**src/rtl/reg_dump_tx_if.sv**
```systemverilog
// Register-dump port bundle: start request, register-file read port, UART line and status.
interface reg_dump_tx_if;
  logic        start;
  logic [4:0]  dump_addr;
  logic [31:0] dump_data;
  logic        tx;
  logic        busy;
  logic        done;

  modport master (output start, dump_data, input dump_addr, tx, busy, done);
  modport slave  (input start, dump_data, output dump_addr, tx, busy, done);
endinterface

```
**src/rtl/reg_dump_tx.sv**
```systemverilog
// Walks register-file entries 0..NUM_REGS-1 and sends each word MSB byte first over 8N1 UART.
// Define REG_DUMP_HDR_EN to prefix every dump with sync byte 0xA5.
module reg_dump_tx #(
  parameter int CLKS_PER_BIT = 868,
  parameter int NUM_REGS     = 32
) (
  input  logic         clk,
  input  logic         rst,
  reg_dump_tx_if.slave bus
);

  localparam int             BW        = $clog2(CLKS_PER_BIT);
  localparam logic [BW-1:0]  BAUD_LAST = BW'(CLKS_PER_BIT - 1);
  localparam logic [4:0]     ADDR_LAST = 5'(NUM_REGS - 1);

`ifdef REG_DUMP_HDR_EN
  typedef enum logic [2:0] {S_IDLE, S_HDR, S_LOAD, S_START, S_DATA, S_STOP} state_t;
`else
  typedef enum logic [2:0] {S_IDLE, S_LOAD, S_START, S_DATA, S_STOP} state_t;
`endif

  state_t        state, state_nxt;
  logic [BW-1:0] baud_cnt;
  logic [2:0]    bit_cnt;
  logic [1:0]    byte_idx;
  logic [31:0]   word;
  logic [4:0]    addr;
  logic          done_q;
  logic          hdr_phase;
  logic [7:0]    cur_byte;
  logic          tx_bit;
  logic          baud_end;

  assign baud_end = (baud_cnt == BAUD_LAST);

`ifdef REG_DUMP_HDR_EN
  always_ff @(posedge clk or negedge rst) begin
    if (!rst) begin
      hdr_phase <= 1'b0;
    end else if (state == S_IDLE && bus.start) begin
      hdr_phase <= 1'b1;
    end else if (state == S_STOP && baud_end) begin
      hdr_phase <= 1'b0;
    end
  end
`else
  assign hdr_phase = 1'b0;
`endif

  always_comb begin
    cur_byte = 8'hA5;
    if (!hdr_phase) begin
      case (byte_idx)
        2'd0:    cur_byte = word[31:24];
        2'd1:    cur_byte = word[23:16];
        2'd2:    cur_byte = word[15:8];
        default: cur_byte = word[7:0];
      endcase
    end
  end

  always_ff @(posedge clk or negedge rst) begin
    if (!rst) begin
      state <= S_IDLE;
    end else begin
      state <= state_nxt;
    end
  end

  always_comb begin
    state_nxt = state;
    tx_bit    = 1'b1;
    case (state)
      S_IDLE: begin
        if (bus.start) begin
`ifdef REG_DUMP_HDR_EN
          state_nxt = S_HDR;
`else
          state_nxt = S_LOAD;
`endif
        end
      end
`ifdef REG_DUMP_HDR_EN
      S_HDR:   state_nxt = S_START;
`endif
      S_LOAD:  state_nxt = S_START;
      S_START: begin
        tx_bit = 1'b0;
        if (baud_end) state_nxt = S_DATA;
      end
      S_DATA: begin
        tx_bit = cur_byte[bit_cnt];
        if (baud_end && bit_cnt == 3'd7) state_nxt = S_STOP;
      end
      S_STOP: begin
        if (baud_end) begin
          // The header's closing edge doubles as register 0's capture edge, so no LOAD cycle follows it.
          if (hdr_phase)                   state_nxt = S_START;
          else if (byte_idx != 2'd3)       state_nxt = S_START;
          else if (addr == ADDR_LAST)      state_nxt = S_IDLE;
          else                             state_nxt = S_LOAD;
        end
      end
      default: state_nxt = S_IDLE;
    endcase
  end

  always_ff @(posedge clk or negedge rst) begin
    if (!rst) begin
      baud_cnt <= '0;
      bit_cnt  <= 3'd0;
      byte_idx <= 2'd0;
      word     <= 32'd0;
      addr     <= 5'd0;
      done_q   <= 1'b0;
    end else begin
      done_q <= 1'b0;
      case (state)
        S_IDLE: begin
          if (bus.start) begin
            addr     <= 5'd0;
            byte_idx <= 2'd0;
            bit_cnt  <= 3'd0;
            baud_cnt <= '0;
          end
        end
        S_LOAD: begin
          word     <= bus.dump_data;
          byte_idx <= 2'd0;
        end
        S_START: baud_cnt <= baud_end ? '0 : baud_cnt + 1'b1;
        S_DATA: begin
          baud_cnt <= baud_end ? '0 : baud_cnt + 1'b1;
          if (baud_end) bit_cnt <= bit_cnt + 3'd1;
        end
        S_STOP: begin
          baud_cnt <= baud_end ? '0 : baud_cnt + 1'b1;
          if (baud_end) begin
            if (hdr_phase) begin
              word     <= bus.dump_data;
              byte_idx <= 2'd0;
            end else if (byte_idx == 2'd3) begin
              if (addr == ADDR_LAST) done_q <= 1'b1;
              else                   addr   <= addr + 5'd1;
            end else begin
              byte_idx <= byte_idx + 2'd1;
            end
          end
        end
        default: ;
      endcase
    end
  end

  assign bus.tx        = tx_bit;
  assign bus.busy      = (state != S_IDLE);
  assign bus.done      = done_q;
  assign bus.dump_addr = addr;

endmodule

```
**src/flat_wrapper.sv**
```systemverilog
// flat-port wrapper written by rule: the top's interface ports become plain ports
module reg_dump_tx_flat 
#(
  parameter int CLKS_PER_BIT = 868,
  parameter int NUM_REGS     = 32
)
  (clk, rst, bus_start, bus_dump_data, bus_dump_addr, bus_tx, bus_busy, bus_done);
  reg_dump_tx_if bus_i ();
  input  logic clk;
  input  logic rst;
  input wire logic [$bits(bus_i.start)-1:0] bus_start;
  input wire logic [$bits(bus_i.dump_data)-1:0] bus_dump_data;
  output wire logic [$bits(bus_i.dump_addr)-1:0] bus_dump_addr;
  output wire logic [$bits(bus_i.tx)-1:0] bus_tx;
  output wire logic [$bits(bus_i.busy)-1:0] bus_busy;
  output wire logic [$bits(bus_i.done)-1:0] bus_done;
  assign bus_i.start = bus_start;
  assign bus_i.dump_data = bus_dump_data;
  assign bus_dump_addr = bus_i.dump_addr;
  assign bus_tx = bus_i.tx;
  assign bus_busy = bus_i.busy;
  assign bus_done = bus_i.done;
  reg_dump_tx #(.CLKS_PER_BIT(CLKS_PER_BIT), .NUM_REGS(NUM_REGS)) u_core (.clk(clk), .rst(rst), .bus(bus_i));
endmodule
```
**config.mk**
```make
export PLATFORM = sky130hd
export DESIGN_NAME = reg_dump_tx_flat
export DESIGN_NICKNAME = d
export VERILOG_FILES = /design/src/rtl/reg_dump_tx_if.sv /design/src/rtl/reg_dump_tx.sv /design/src/flat_wrapper.sv
export SDC_FILE = /design/constraint.sdc
export NUM_CORES = 1
export LEC_CHECK = 0
export CAP_MARGIN = 25
export CORE_UTILIZATION = 44
export CTS_CLUSTER_DIAMETER = 60
export DETAILED_ROUTE_END_ITERATION = 16
export PLACE_DENSITY_LB_ADDON = 0.08
export SYNTH_ARGS = -nofsm -noshare
export SYNTH_HDL_FRONTEND = slang
export SYNTH_SLANG_ARGS = --single-unit
```
**constraint.sdc**
```tcl
create_clock -name clk -period 2.9 [get_ports clk]
set_input_delay 0.435 -clock clk [delete_from_list [all_inputs] [get_ports clk]]
set_output_delay 0.435 -clock clk [all_outputs]
set_load 0.05 [all_outputs]
```
**Yosys cells after proc, flatten, opt, wreduce, memory -nomap -nowiden**

Index checks and enable logic that the tools add are counted.

- Output and inout bits: 8
- Logic and storage cells: 75
- Input bits: 35
- Register bits: 56

- Add/subtract/negate cells: 4
- Equality and inequality tests: 19
- Muxes and demuxes: 30
- Reduce and logical (&&, ||, !) cells: 14
- $lt $le $gt $ge: 1

Operators with widths:

| kind | count |
|---|---|
| 8-bit case mux with 3 select lines | 1 |
| 3-bit two-way mux | 7 |
| 10-bit two-way mux | 2 |
| 5-bit two-way mux | 4 |
| 10-bit case mux with 2 select lines | 1 |
| 3-bit case mux with 5 select lines | 1 |
| 10-bit by 1-bit adder with 10-bit output, second input constant | 1 |
| 10-bit equality test, second input constant | 1 |
| 2-bit by 1-bit != test with 1-bit output, second input constant | 5 |
| 5-bit case mux with 2 select lines | 1 |
| 2-bit != test, second input constant | 4 |
| 4-bit AND reduction | 2 |
| 3-bit by 2-bit equality test with 1-bit output, second input constant | 2 |
| 3-bit equality test, second input constant | 2 |
| 1-bit two-way mux | 6 |
| 2-bit two-way mux | 3 |
| 2-bit case mux with 3 select lines | 1 |
| 3-bit case mux with 2 select lines | 1 |
| 2-bit nonzero test | 3 |
| 3-bit nonzero test | 2 |
| 5-bit by 1-bit adder with 5-bit output, second input constant | 1 |
| 5-bit equality test, second input constant | 1 |
| 5-bit AND reduction | 1 |
| 2-bit equality test, second input constant | 2 |
| other kinds (13) | 13 |

**Logic depth before layout (Yosys ltp)**

- Depth after elaboration: 5
- Depth in mapped cells: 8
- Gate-level depth less buffers: 7

**Worst setup path after synthesis**

OpenSTA, ideal clock, no wires.

- Kind: reg-to-output
- From: register u_core.byte_idx[0]
- To: output bus_tx
- Buffers on the path: 1
- Cell stages (with the launch flop): 9
- Arrival time: 2.046 ns
- Setup slack: 0.419 ns
- Data required time: 2.465 ns
- Path through: dfrtp_1 -> inv_1 -> ha_1 -> buf_1 -> a222oi_1 -> a21oi_1 -> a221o_1 -> a41oi_1 -> nand2_1

- Word-level cells in the longest chain between the ends: 5
- Elaborated cells between the ends (all ways): 7
- Classes of those cells: eq/ne (2); mux (4); reduce/logical (1)

Ends and longest elaborated chain:

| what | RTL line | source |
|---|---|---|
| start, declared | reg_dump_tx.sv:25 | `logic [1:0] byte_idx;` |
| start signal, assigned | reg_dump_tx.sv:146 | `byte_idx <= byte_idx + 2'd1;` |
| 2-bit equality test (tied with other cells) | reg_dump_tx.sv:53 | `case (byte_idx)` |
| 8-bit case mux with 3 select lines * | reg_dump_tx.sv:53 |  |
| 1-bit binary-select mux with 3-bit select * | reg_dump_tx.sv:92 | `tx_bit = cur_byte[bit_cnt];` |
| 1-bit two-way mux (implied by the code) * | reg_dump_tx.sv:92 |  |
| 1-bit case mux with 2 select lines * | reg_dump_tx.sv:73 | `case (state)` |
| end, declared | flat_wrapper.sv:14 | `output wire logic [$bits(bus_i.tx)-1:0] bus_tx;` |

Mark *: on every way between the ends. The rest lies on a longest branch, timed or not. The select of a mux whose other input is x is not followed.

**Worst setup path in the final report**

- From: register u_core.byte_idx[1]
- To: output bus_tx

The elaborated chain is that of the path after synthesis.

==> flow_summary.toml <==
[placement]
dp_worst_setup_slack_ps = 374
numPortBuffers = 42
gp_congestion = 0.814
dp_hpwl_um = 4250

[synthesis]
synth-edff-count = 0
synth.avg_cell_area_um2 = 11.3
synthCells = 256
synth.net_count = 301
ys.flop_type = "dfrtp_1"
synth_cell_types = 57
seq_area_frac_synth_pct = 48.3
synth_area_um2 = 2900
ys_warn_count = 0
async_flop_share_pct = 100
ys_ff_latch = 56

[sta]
final_max_slew_viol_count = 0
max_clock_freq_mhz = 367
period_minus_slack_ps = 2720
rsz0062_at_grt = "no"
fin_setup_tns_ps = 0
fin_hold_ws_ps = 129
hold_viol_final = 0
fin_crit_sh_pct = 93.9
worst_pin_slew_ps = 613
fin_ws_ps = 176
finalSetupViolCount = 0
skew_ps = 3.05
relSlewSlack_pct = 59.1

[floorplan]
core-area_um2 = 6350
initial_utilization_pct = 45.7
dieHeight_um = 83.2
die_w_um = 83.2
die_area_um2 = 6930
pin_count = 43
rows = 29

[worst_setup_path]
r2r_slack_ps = 550
crit_required_ps = 2470
crit_chain = "inv_2 -> ha_4 -> a222oi_1 -> a21oi_1 -> a221o_1 -> a41oi_1 -> nand2_1 -> buf_6"
cp-start-kind = "flop"
critPathTopFamily = "compound AO/OA/AOI/OAI gates"
cp-end-kind = "primary output"
worstRegToRegCells = 6
worst-setup-path-type = "reg -> out"
r2r_start = "u_core.baud_cnt[0]"
reg2reg_to = "u_core.baud_cnt[5]"
cpPeakStageDelay_ps = 410
worst-path-max-fanout = 8
arrival_ps = 2290
worst-path-buf-inv = 2
crit_path_top_delay_cell = "dfrtp_1"

[finish]
area_delta_synth_final_pct = 20.9
diodes = 0
mostFrequentLayoutCells = "dfrtp_1 (55), clkdlybuf4s50_1 (40), mux2_2 (32), nand2_1 (18), nor2_1 (13)"
num-nets-final = 340
drive_gt1_share_pct = 20.6
layout_commonest_cell = "dfrtp_1"

[detailed_routing]
num_vias = 2044
routedWlPerCell_um = 15.8
drt_wl_total_um = 5890
drc = 0
ant_nets = 0
viasPerCell = 5.48
drt-pass1-iter-count = 6
dr.first_iter.drc_count = 85

[clocking]
cts.sinks = 56
cts_made_buffers = 5
tritoncts = "done"
cts_buffer_depth = 2
path_clk_slew_ps = 90
htree_levels = 2
cts-root-buf = "clkbuf_8"
holdBufCountCts = 0
clk_latency_ps = 310

[pwr]
powerDensity_nw_per_um2 = 402
sequentialPowerShare_pct = 58.0
switching_share_pct = 20.3
p_leak_uw = 0.00149
combPwrFrac_pct = 7.0
power.share.clock_pct = 35.0
vdd_drop_max_v = 0.000303
power.switching_uw = 286
intPower_uw = 1120

[run_status]
status = "completed"

[grt]
grt_pass1_wl_um = 9890
grt_max_degree = 34
grt-ovfl-total = 0
grt_pass1_vias = 2045
grt_util_all_layers_pct = 17.9
grt_antenna_before_repair = 0

[job]
drv_cap = 0

[hold_path]
hold_class = "in -> async"
==> cell usage after synthesis (3+ instances only) <==
master	count	area, um2
and3_1	5	31.3
a222oi_1	7	70.1
nor2b_1	4	25.0
ha_1	10	125
inv_1	10	37.5
clkbuf_1	7	26.3
dfrtp_1	56	1400
xor2_1	6	52.6
nand4_1	7	43.8
mux2_2	32	360
nand3_1	4	20.0
a22o_1	3	26.3
a21oi_1	5	25.0
mux2i_1	4	40.0
nor2_1	13	48.8
o21ai_0	12	60.1
o21a_1	4	30.0
nand2_1	18	67.6
==> power by group through the flow <==
| stage | registers, uW | clock network [uW] | logic, uW |
|---|---|---|---|
| 2_1_floorplan | 826 | 0 | 31.2 |
| 3_3_place_gp | 834 | 0 | 100 |
| 3_5_place_dp | 834 | 0 | 100 |
| 4_1_cts | 818 | 521 | 101 |
| 5_1_grt | 821 | 552 | 109 |
| 6_report | 818 | 495 | 98.5 |
==> area by class of cell <==
| type | instances | area (um2) |
|---|---|---|
| Clock inverter | 2 | 35.0 |
| Fill cell | 564 | 2840 |
| Inverter | 10 | 37.5 |
| Clock buffer | 6 | 72.6 |
| Tap cell | 77 | 96.3 |
| Multi-Input combinational cell | 177 | 1420 |
| Sequential cell | 56 | 1400 |
| Timing Repair Buffer | 45 | 452 |
==> timing repair <==
action | CTS | global route
buffers inserted | 0 | 1
setup endpoints to repair | 0 | 1
gates resized for setup | 0 | 9
==> worst register-to-register path, cell delays in order, from the launching register on <==
cell and delay (ps):
dfrtp_1 390, ha_1 250, or2b_2 350, nor4_4 520, a21oi_1 140, nor2_1 460, nor2_1 110
==> flip-flops by register name, indices dropped and copies added (netlist names) <==
name	count
u_core.word	32
u_core.baud_cnt	10
u_core.bus.dump_addr	5
u_core.bit_cnt	3
u_core.state	3
u_core.byte_idx	2
u_core.bus.done	1
==> stage by stage <==
stage                     total power (uW)  instance area [um2]  utilization [%]  cells
after floorplan                        857                 2900                -    256
after global placement                 934                 3360             53.0    364
after detailed placement               934                 3360             53.0    364
after CTS                             1440                 3470             54.7    372
after global routing                  1480                 3510             55.3    373
final                                 1410                 3510             55.3    373
==> layer usage <==
metal,global-route usage (%),up-vias,part of all wire [%]
li1,-,1012,-
met1,24.5,984,47
met2,28.5,40,47
met3,3.28,8,4.1
met4,6.11,0,1.5
met5,0,-,0
==> worst max-delay path by stage <==
stage	to	from	depth (start not counted)	slack, ps
final	bus_tx	u_core.byte_idx[1]	8	180
after global routing	bus_tx	u_core.byte_idx[1]	8	7
after CTS	bus_tx	u_core.byte_idx[0]	8	7
after detailed placement	bus_tx	u_core.byte_idx[0]	8	370
after global placement	bus_tx	u_core.byte_idx[0]	8	410
after floorplan	bus_tx	u_core.byte_idx[0]	8	420
==> kinds of logic after synthesis <==
group | count (synthesis) | synth area share, %
mux | 37 | 14.2
flops | 56 | 48.3
compound gates | 52 | 13.1
simple gates | 71 | 14.1
buf+inv | 23 | 4.01
fa+ha+maj | 10 | 4.31
xor+xnor | 7 | 2.11
Note: power is estimated with default switching activity, not from simulation.
